### src/rtl/mem_arb_pkg.sv
// Shared types and index helper for the memory port arbiter.
// Pure declarations: no latency, no flow control of its own.
package mem_arb_pkg;

   typedef enum logic {
      IDLE = 1'b0,
      BUSY = 1'b1
   } arb_state_t;

   typedef enum logic {
      ARB_RR    = 1'b0,
      ARB_FIXED = 1'b1
   } arb_mode_e;

   // Circular port index: (base + off) wrapped into 0..n-1.
   function automatic int wrap_idx(input int base, input int off, input int n);
      return (base + off) % n;
   endfunction

endpackage

### src/rtl/rr_grant.sv
// Combinational grant picker: round-robin from ptr, or lowest index in fixed mode.
// Zero latency; grant_vld is low when no port requests.
module rr_grant
   import mem_arb_pkg::*;
#(
   parameter int NUM_PORTS = 2,
   parameter int PTR_W     = $clog2(NUM_PORTS)
) (
   input  logic [NUM_PORTS-1:0] req,
   input  logic [PTR_W-1:0]     ptr,
   input  arb_mode_e            mode,
   output logic [NUM_PORTS-1:0] grant,
   output logic [PTR_W-1:0]     grant_idx,
   output logic                 grant_vld
);

   logic [PTR_W-1:0] cand;

   // Walk the ports in priority order; the first requester wins.
   always_comb begin
      grant     = '0;
      grant_idx = '0;
      grant_vld = 1'b0;
      cand      = '0;
      for (int i = 0; i < NUM_PORTS; i++) begin
         cand = PTR_W'(wrap_idx((mode == ARB_FIXED) ? 0 : int'(ptr), i, NUM_PORTS));
         if (!grant_vld && req[cand]) begin
            grant[cand] = 1'b1;
            grant_idx   = cand;
            grant_vld   = 1'b1;
         end
      end
   end

endmodule

### src/rtl/mem_port_arbiter.sv
// Merges NUM_PORTS request ports onto one memory port; strobe one cycle after grant, resp same cycle as mem_resp.
// One transaction outstanding; requesters hold until their resp pulse, then one idle cycle separates transactions.
module mem_port_arbiter
   import mem_arb_pkg::*;
#(
   parameter int NUM_PORTS     = 2,
   parameter int ADDR_W        = 32,
   parameter int DATA_W        = 32,
   parameter int PRIORITY_MODE = 0
) (
   input  logic                                 clk,
   input  logic                                 rst,
   input  logic [NUM_PORTS-1:0]                 req_read,
   input  logic [NUM_PORTS-1:0]                 req_write,
   input  logic [NUM_PORTS-1:0][DATA_W/8-1:0]   req_byte_enable,
   input  logic [NUM_PORTS-1:0][ADDR_W-1:0]     req_address,
   input  logic [NUM_PORTS-1:0][DATA_W-1:0]     req_wdata,
   output logic [NUM_PORTS-1:0]                 req_resp,
   output logic [DATA_W-1:0]                    req_rdata,
   output logic                                 mem_read,
   output logic                                 mem_write,
   output logic [DATA_W/8-1:0]                  mem_byte_enable,
   output logic [ADDR_W-1:0]                    mem_address,
   output logic [DATA_W-1:0]                    mem_wdata,
   input  logic                                 mem_resp,
   input  logic [DATA_W-1:0]                    mem_rdata
);

   localparam int        BE_W     = DATA_W / 8;
   localparam int        PTR_W    = $clog2(NUM_PORTS);
   localparam arb_mode_e ARB_MODE = (PRIORITY_MODE == 1) ? ARB_FIXED : ARB_RR;

   arb_state_t           state, state_nxt;
   logic [NUM_PORTS-1:0] req_any;
   logic [NUM_PORTS-1:0] grant;
   logic [NUM_PORTS-1:0] grant_q;
   logic [PTR_W-1:0]     grant_idx;
   logic [PTR_W-1:0]     rr_ptr;
   logic                 grant_vld;
   logic                 take;
   logic                 op_write_q;
   logic [ADDR_W-1:0]    addr_q;
   logic [DATA_W-1:0]    wdata_q;
   logic [BE_W-1:0]      be_q;

   assign req_any = req_read | req_write;
   assign take    = (state == IDLE) && grant_vld;

   rr_grant #(
      .NUM_PORTS (NUM_PORTS),
      .PTR_W     (PTR_W)
   ) u_rr_grant (
      .req       (req_any),
      .ptr       (rr_ptr),
      .mode      (ARB_MODE),
      .grant     (grant),
      .grant_idx (grant_idx),
      .grant_vld (grant_vld)
   );

   always_ff @(posedge clk or posedge rst) begin
      if (rst) begin
         state <= IDLE;
      end else begin
         state <= state_nxt;
      end
   end

   // Capture the winner's whole request so mem_* never sees req_* directly.
   always_ff @(posedge clk or posedge rst) begin
      if (rst) begin
         grant_q    <= '0;
         op_write_q <= 1'b0;
         addr_q     <= '0;
         wdata_q    <= '0;
         be_q       <= '0;
         rr_ptr     <= '0;
      end else if (take) begin
         grant_q    <= grant;
         op_write_q <= req_write[grant_idx];
         addr_q     <= req_address[grant_idx];
         wdata_q    <= req_wdata[grant_idx];
         be_q       <= req_byte_enable[grant_idx];
         if (ARB_MODE == ARB_RR) begin
            rr_ptr <= PTR_W'(wrap_idx(int'(grant_idx), 1, NUM_PORTS));
         end
      end
   end

   always_comb begin
      state_nxt       = state;
      mem_read        = 1'b0;
      mem_write       = 1'b0;
      mem_byte_enable = '0;
      mem_address     = '0;
      mem_wdata       = '0;
      req_resp        = '0;
      req_rdata       = '0;
      case (state)
         IDLE: begin
            if (grant_vld) begin
               state_nxt = BUSY;
            end
         end
         BUSY: begin
            mem_read        = !op_write_q;
            mem_write       = op_write_q;
            mem_byte_enable = be_q;
            mem_address     = addr_q;
            mem_wdata       = wdata_q;
            if (mem_resp) begin
               req_resp  = grant_q;
               req_rdata = mem_rdata;
               state_nxt = IDLE;
            end
         end
         default: state_nxt = IDLE;
      endcase
   end

   resp_onehot: assert property (@(posedge clk) disable iff (rst) $onehot0(req_resp));
   idle_quiet:  assert property (@(posedge clk) disable iff (rst)
                                 (state == IDLE) |-> !(mem_read || mem_write || (|req_resp)));
   rdata_zero:  assert property (@(posedge clk) disable iff (rst)
                                 !(mem_resp && state == BUSY) |-> (req_rdata == '0));

endmodule

### config.mk
export PLATFORM = sky130hd
export DESIGN_NAME = mem_port_arbiter
export DESIGN_NICKNAME = d
export VERILOG_FILES = /design/src/rtl/mem_arb_pkg.sv /design/src/rtl/rr_grant.sv /design/src/rtl/mem_port_arbiter.sv
export SDC_FILE = /design/constraint.sdc
export NUM_CORES = 1
export LEC_CHECK = 0
export ABC_CLOCK_PERIOD_IN_PS = 2100
export BUFFER_PORTS_ARGS = -buffer_cell sky130_fd_sc_hd__buf_2
export CAP_MARGIN = 10
export CORE_AREA = 2 2 108 110
export CTS_CLUSTER_SIZE = 40
export DETAILED_ROUTE_END_ITERATION = 7
export DIE_AREA = 0 0 110 112
export MAX_ROUTING_LAYER = met4
export PLACE_DENSITY = 0.72
export REMOVE_ABC_BUFFERS = 1
export SLEW_MARGIN = 10
export SYNTH_ARGS = -nofsm -noshare
export SYNTH_HDL_FRONTEND = slang
export SYNTH_SLANG_ARGS = --single-unit
### constraint.sdc
create_clock -name clk -period 2.1 [get_ports clk]
set_input_delay 0.105 -clock clk [delete_from_list [all_inputs] [get_ports clk]]
set_output_delay 0.105 -clock clk [all_outputs]
set_load 0.005 [all_outputs]
==> results of run 1 <==
==> cell type report <==
class                           count  area share (%)
Inverter                            3           0.200
Multi-Input combinational cell    256            31.8
Clock buffer                       10            3.81
Sequential cell                    73            29.2
Clock inverter                      6            1.06
Timing Repair Buffer              333            31.1
Tap cell                          143            2.85
==> flip-flops by register name, indices dropped and copies added, names as in the netlist <==
name        count
grant_q         2
wdata_q        32
addr_q         32
state           1
be_q            4
op_write_q      1
rr_ptr          1
==> Yosys cell counts <==
master,number
a221o_1,68
a21oi_1,3
o221a_2,1
clkbuf_1,31
a21boi_1,58
a21o_1,2
nand2_2,1
buf_6,8
and3_1,34
o2bb2ai_1,1
nand2_1,1
a21boi_2,10
or4_4,1
buf_2,5
nor2_1,3
nor3_2,1
inv_1,2
nand2b_1,1
nand3b_1,1
and2_1,69
dfrtp_1,73
inv_2,1
o21a_1,1
==> cell families after synthesis <==
| logic type | count (synthesis) |
|---|---|
| AND/OR/NAND/NOR | 112 |
| flip-flops | 73 |
| buffers and inverters | 47 |
| AO/OA/AOI/OAI | 144 |
==> worst max-delay path: stages (launching register included) <==
cell and delay, ns:
dfrtp_2 0.41, buf_4 0.23, nor3_4 0.29, buf_8 0.27, a221o_1 0.20, dlygate4sd3_1 0.57
==> power groups by stage <==
stage	sequential, mW	combinational, mW	clock [mW]
final	1.91	1.72	1.55
after global routing	1.96	1.88	1.64
after CTS	1.91	1.72	1.58
after detailed placement	1.92	1.57	0
after global placement	1.92	1.52	0
after floorplan	1.88	0.892	0
==> timing repair <==
| action | 4_1_cts | 5_1_grt |
|---|---|---|
| hold buffers | 44 | 2 |
| setup endpoints to repair | 0 | 16 |
| resized for setup | 0 | 5 |
| hold endpoints to repair | 52 | 2 |
==> layer usage <==
layer,track usage [%],vias up,part of all wire [%]
li1,-,2026,-
met1,24.2,2063,38
met2,39.6,207,52
met3,5.27,32,7.4
met4,8.35,0,2.5
met5,-,-,0
==> metrics by stage <==
| stage | std cells | power (mW) | utilization (%) |
|---|---|---|---|
| global route | 824 | 5.48 | 56.1 |
| finish | 824 | 5.19 | 56.1 |
| floorplan | 332 | 2.77 | - |
| detailed placement | 762 | 3.48 | 49.1 |
| global placement | 762 | 3.44 | 49.1 |
| CTS | 822 | 5.21 | 55.7 |
==> how the worst min path moves through the flow <==
stage,start,end,slack (ns),cells past startpoint
floorplan,mem_resp,state$_DFF_PP0_,0.20,1
global placement,rst,wdata_q[27]$_DFFE_PP0P_,0.15,2
detailed placement,rst,wdata_q[27]$_DFFE_PP0P_,0.15,2
CTS,req_address[52],addr_q[20]$_DFFE_PP0P_,0.0002,2
global route,req_address[11],addr_q[11]$_DFFE_PP0P_,0.001,2
finish,req_wdata[42],wdata_q[10]$_DFFE_PP0P_,0.01,2
==> results by group, run 1 <==
Run status
  • Status: finished clean

Yosys
  • Yosys warns: 0
  • Post-synthesis compound-gate area fraction: 31.7%
  • Post-Synth Simple-Gate Area: 17.3%
  • Synth top area share: 45.0%
  • Sequential share of the synthesized area: 45.0%
  • Cells after synthesis: 376
  • Synthesized area: 0.00406 mm2
  • Yosys reg bits: 73
  • Adder-cell share of the synthesized area: 0%
  • Synth area leaders: dfrtp_1 45%, a221o_1 17%, a21boi_1 11%, and2_1 11%, and3_1 5.2%
  • XOR/XNOR Fraction of Synth Area: 0%
  • Avg Cell Area, Syn: 10.8 um2
  • Synth cell types: 23
  • Mux share of post-synthesis cell area: 0%
  • Largest family of logic cells by synthesized area: compound AO/OA/AOI/OAI gates
  • Largest area contributor in the synthesized netlist: dfrtp_1

Global route
  • First-pass GRT wire length: 20800 um
  • Global-route usage over all layers: 22.5%
  • Vias in the first global route: 4295
  • Largest net degree at the start of global routing: 73
  • Grt total ovfl: 0
  • Antenna violations before repair: 0

Setup path
  • R2R depth: 5
  • Critical Path Start: state$_DFF_PP0_
  • Worst r2r src: state$_DFF_PP0_
  • Crit path arrival time: 2.33 ns
  • Reg-to-reg setup timing slack: 0.03 ns
  • Worst r2r dst: addr_q[31]$_DFFE_PP0P_
  • WS Path Type: flip-flop to flip-flop
  • Max FO, Critical Path: 37
  • CP Capture Type: flip-flop
  • Critical path startpoint category: flip-flop
  • Worst Setup EP: addr_q[31]$_DFFE_PP0P_
  • WP data required: 2.36 ns

Clocking
  • # clock sinks: 73
  • Cts bufs inserted: 9
  • Root buffer cell: clkbuf_16
  • Clock Path Buffers: 2
  • Clock transition at path regs: 0.06 ns
  • Worst-skew pair later-pin latency: 0.33 ns
  • Post-CTS setup buffers: 0
  • TritonCTS clock tree: built
  • H-tree depth: 3

Floorplanning
  • Die Wd: 110 um
  • Die H: 112 um
  • Core Region: 0.0112 mm2
  • I/O pin count: 279
  • Starting Density: 36.3%
  • FP Rows: 39
  • DIE AREA: 0.0123 mm2

Route
  • DRC Markers: 0
  • DR iter-0 viols: 190
  • Total routed wirelength: 13800 um
  • Detailed-route via count: 4328
  • DRT Pass-1 Iters: 4
  • Antenna Violating Nets Remaining: 0
  • DR WL/cell: 16.7 um
  • Vias/cell: 5.25

Timing
  • Final hold viol count: 0
  • Worst Tran Pin Value: 0.886 ns
  • PnR worst setup slack: 0.0348 ns
  • Final period utilization: 98.3%
  • Pins Over Slew Limit: 0
  • Final setup fails: 0
  • RSZ-0062 raised after global routing: true
  • Hold WS: 0.0106 ns
  • Minimum clock period: 2.07 ns
  • Post-Route Setup TNS: 0 ns
  • Setup Skew: 0.00707 ns
  • Relative slew slack: 40.9%
  • Max frequency: 484 MHz

Final layout
  • Design Area, Final: 0.00627 mm2
  • Syn-to-layout area delta: 54.5%
  • Commonest cells after routing, fill and taps aside: 278 x buf_2, 72 x dfrtp_1, 69 x and2_1
  • Most common cell after layout, fill and taps aside: buf_2
  • Register area: 0.00183 mm2
  • Area occupied by multi-input gates: 0.00199 mm2
  • Layout cell share with drive strength beyond 1: 47.0%
  • N_diodes: 0
  • FILL cells: 971
  • Nets: 851

Placement
  • Final HPWL DP: 9460 um
  • RePlAce Congestion: 0.858
  • Buffers on Ports: 278
  • Placement Setup Slack: 0.449 ns
  • DP Area: 0.00548 mm2

Power and ir drop
  • Pwr dens: 827 mW/mm2
  • Combinational share of power: 33.2%
  • Clock network fraction of total power: 29.9%
  • Switching share of power: 28.3%
  • Sw power: 1.47 mW
  • Internal power: 3.72 mW
  • Static leakage: 3.35 nW
  • VDD IR max: 0.000401 V
  • Reg power frac: 36.9%

Job
  • Total of max-cap violations: 0

Worst hold path
  • HP Class: input port to flip-flop
Note: power is estimated with default switching activity, not from simulation.
==> inputs of run 2 (changes only) <==
Settings changed: CORE_AREA 2 2 108 110 to unset, CORE_ASPECT_RATIO set to 0.9, CORE_MARGIN set to 2, CORE_UTILIZATION set to 45, DIE_AREA 0 0 110 112 to unset, PLACE_DENSITY 0.72 to 0.82, SYNTH_HIERARCHICAL set to 1.
==> run 2 against run 1 <==
  * Area after synthesis is 21% higher
  * Global-route usage is 1.8 points lower
  * Largest cell class unchanged
  * Register-to-register slack better by 0.35 ns
  * Cell count is 6.8% lower
  * Power is 74% higher
  * Utilization is 6.7 points higher
  * Via count is 14% lower
  * Critical endpoint is now req_rdata[27]
  * Critical path type is now flip-flop to output port
  * Clock skew is 0.0036 ns lower
  * Clock-buffer cell count stayed put
==> results by group, run 2 <==
Clocking
  • Cts bufs inserted: 9 (unchanged)
  • Clock transition at path regs: 0.06 ns (about the same)
  • Clock Path Buffers: 2 (unchanged)
  • TritonCTS clock tree: built
  • Post-CTS setup buffers: 0 (unchanged)
  • H-tree depth: 3 (unchanged)
  • Post-CTS sizing: 0 (unchanged)
  • Root buffer cell: clkbuf_16
  • # clock sinks: 73 (unchanged)
  • Worst-skew pair later-pin latency: 0.32 ns (about the same)

Yosys
  • Synth cell types: 21 (-8.7%)
  • Yosys warns: 6 (+6)
  • Cells after synthesis: 363 (-3.5%)
  • Ys async rst share: 100% (unchanged)
  • Most common cell in the netlist: mux2_4
  • Post-synth EDFFs: 0 (unchanged)
  • Synth top area share: 42.0% (-3.0 points)
  • Synthesized area: 0.00490 mm2 (+21%)
  • Commonest cells post-synth: 137 x mux2_4, 73 x dfrtp_1, 69 x and2_1
  • Most common flop cell mapped by yosys: dfrtp_1
  • Sequential share of the synthesized area: 37.3% (-7.7 points)
  • Synth area leaders: mux2_4 42%, dfrtp_1 37%, and2_1 8.8%, and3_1 4.3%, buf_6 3.7%
  • Yosys reg bits: 73 (unchanged)
  • Avg Cell Area, Syn: 13.5 um2 (+25%)
  • Largest area contributor in the synthesized netlist: mux2_4

Timing
  • Post-Route Setup TNS: 0 ns (unchanged)
  • Hold WS: 0.136 ns (+0.125 ns)
  • Minimum clock period: 1.86 ns (-0.201 ns)
  • Relative slew slack: 49.3% (+8.4 points)
  • Worst Tran Pin Value: 0.760 ns (-0.126 ns)
  • Pins Over Slew Limit: 0 (unchanged)
  • RSZ-0062 raised after global routing: false
  • Final hold viol count: 0 (unchanged)
  • Final setup fails: 0 (unchanged)
  • Final period utilization: 88.8% (-9.6 points)
  • Setup Skew: 0.00345 ns (-0.00362 ns)
  • Max frequency: 536 MHz (+11%)

Final layout
  • Biggest regs: addr_q (32), wdata_q (32), be_q (4)
  • Layout Cells excl Fill: 768 (-6.8%)
  • Area occupied by multi-input gates: 0.00284 mm2 (+42%)
  • Syn-to-layout area delta: 37.4%
  • Design Area, Final: 0.00673 mm2 (+7.4%)
  • Layout cell share with drive strength beyond 1: 70.1% (+23 points)
  • Nets: 805 (-5.4%)
  • Register area: 0.00183 mm2 (unchanged)
  • N_diodes: 0 (unchanged)
  • FILL cells: 835 (-14%)
  • Commonest cells after routing, fill and taps aside: 278 x buf_2, 137 x mux2_4, 72 x dfrtp_1
  • Most common cell after layout, fill and taps aside: buf_2

Setup path
  • Max FO, Critical Path: 105 (+180%)
  • Crit path arrival time: 1.76 ns (-0.57 ns)
  • WP data required: 2.00 ns (-0.36 ns)
  • Slowest CP cell: buf_4
  • Crit path max-delay family: buffers and inverters
  • WS Path Type: flip-flop to output port
  • Crit-path max cell delay: 0.62 ns (+0.05 ns)
  • Chain of cells forming the critical path: buf_4 -> and3_1 -> buf_2
  • Worst path buffer plus inverter count: 2 (-1)
  • CP Capture Type: output port
  • Reg-to-reg setup timing slack: 0.38 ns (+0.35 ns)
  • Critical path startpoint category: flip-flop

Floorplanning
  • FP Rows: 36 (-7.7%)
  • DIE AREA: 0.0117 mm2 (-4.7%)
  • Core Region: 0.0107 mm2 (-4.1%)
  • Starting Density: 45.7% (+9.4 points)
  • Die Wd: 114 um (+3.6%)
  • I/O pin count: 279 (unchanged)
  • Die H: 103 um (-8.1%)

Power and ir drop
  • Static leakage: 3.80 nW (+13%)
  • Final Power: 9.04 mW (+74%)
  • Pwr dens: 1340 mW/mm2 (+62%)
  • VDD IR max: 0.000609 V (+52%)

Route
  • Vias/cell: 4.83 (-8.0%)
  • DRT Pass-1 Iters: 4 (unchanged)
  • DR WL/cell: 16.2 um (-3.3%)
  • Total routed wirelength: 12400 um (-9.9%)
  • Antenna Violating Nets Remaining: 0 (unchanged)
  • DRC Markers: 0 (unchanged)
  • Detailed-route via count: 3710 (-14%)
  • DR iter-0 viols: 110 (-42%)

Job
  • Total of max-cap violations: 0 (unchanged)

Global route
  • Grt total ovfl: 0 (unchanged)
  • Antenna violations before repair: 0 (unchanged)
  • Vias in the first global route: 3723 (-13%)
  • Largest net degree at the start of global routing: 106 (+45%)
  • First-pass GRT wire length: 18400 um (-12%)
  • Global-route usage over all layers: 20.8% (-1.8 points)

Placement
  • Buffers on Ports: 278 (unchanged)
  • DP Area: 0.00635 mm2 (+16%)
  • Final HPWL DP: 9410 um (-0.52%)
  • Placed instance count: 751 (-1.4%)
  • RePlAce Congestion: 0.755 (-12%)

Worst hold path
  • HP Class: input port to flip-flop

Run status
  • Status: finished clean
## run 2: logic make-up (layout without fill, tap and decap cells)
logic type,count (synthesis),count (layout),share of synthesized area (%)
AO/OA/AOI/OAI,4,4,0.511
buffers and inverters,34,306,5.08
flip-flops,73,73,37.3
multiplexers,141,141,42.9
other,1,1,0.0766
AND/OR/NAND/NOR,110,110,14.2
## run 2: tightest hold or removal path: cells and delay by family
kind     cells  cell delay, ns
mux          2            0.24
buf+inv      1            0.07
## run 2: per-stage QoR
stage          utilization [%]  setup WS (ns)
3_3_place_gp              59.3          0.312
2_1_floorplan                -          -4.75
6_report                  62.8          0.235
5_1_grt                   62.8         0.0617
3_5_place_dp              59.3          0.266
4_1_cts                   62.8          0.200
## run 2: worst paths after layout
path / startpoint / to / cells after the start
max: state$_DFF_PP0_ / req_rdata[27] / 3
min: req_address[35] / addr_q[3]$_DFFE_PP0P_ / 3
max reg2reg: rr_ptr$_DFFE_PP0P_ / addr_q[0]$_DFFE_PP0P_ / 5
min reg2reg: wdata_q[10]$_DFFE_PP0P_ / wdata_q[10]$_DFFE_PP0P_ / 1
max in group asynchronous: rst / wdata_q[22]$_DFFE_PP0P_ / 4
min in group asynchronous: rst / addr_q[22]$_DFFE_PP0P_ / 3
## run 2: cell type report
type	instances	area share [%]
clock inverters	6	2.04
multi-input cells	256	42.2
clock buffers	10	3.40
repair buffers	286	22.5
well taps	133	2.47
inverters	4	0.242
flip-flops and latches	73	27.2
## run 2: report_power, final
part	leakage (nW)	internal, mW	switching [mW]
Sequential	0.849	2.14	0.400
Clock	0.178	1.29	0.593
Combinational	2.78	2.83	1.79
## run 2: per-layer routing
metal	global-route usage, %	vias up	routed length [um]
li1	-	1780	-
met4	7.97	0	306
met1	23.7	1749	4870
met3	3.88	17	765
met2	36.5	164	6470
met5	-	-	0
## run 2: what timing repair did
action | CTS | global route
hold buffers | 1 | 0
setup endpoints to repair | 0 | 0
endpoints found under the hold margin | 30 | 0
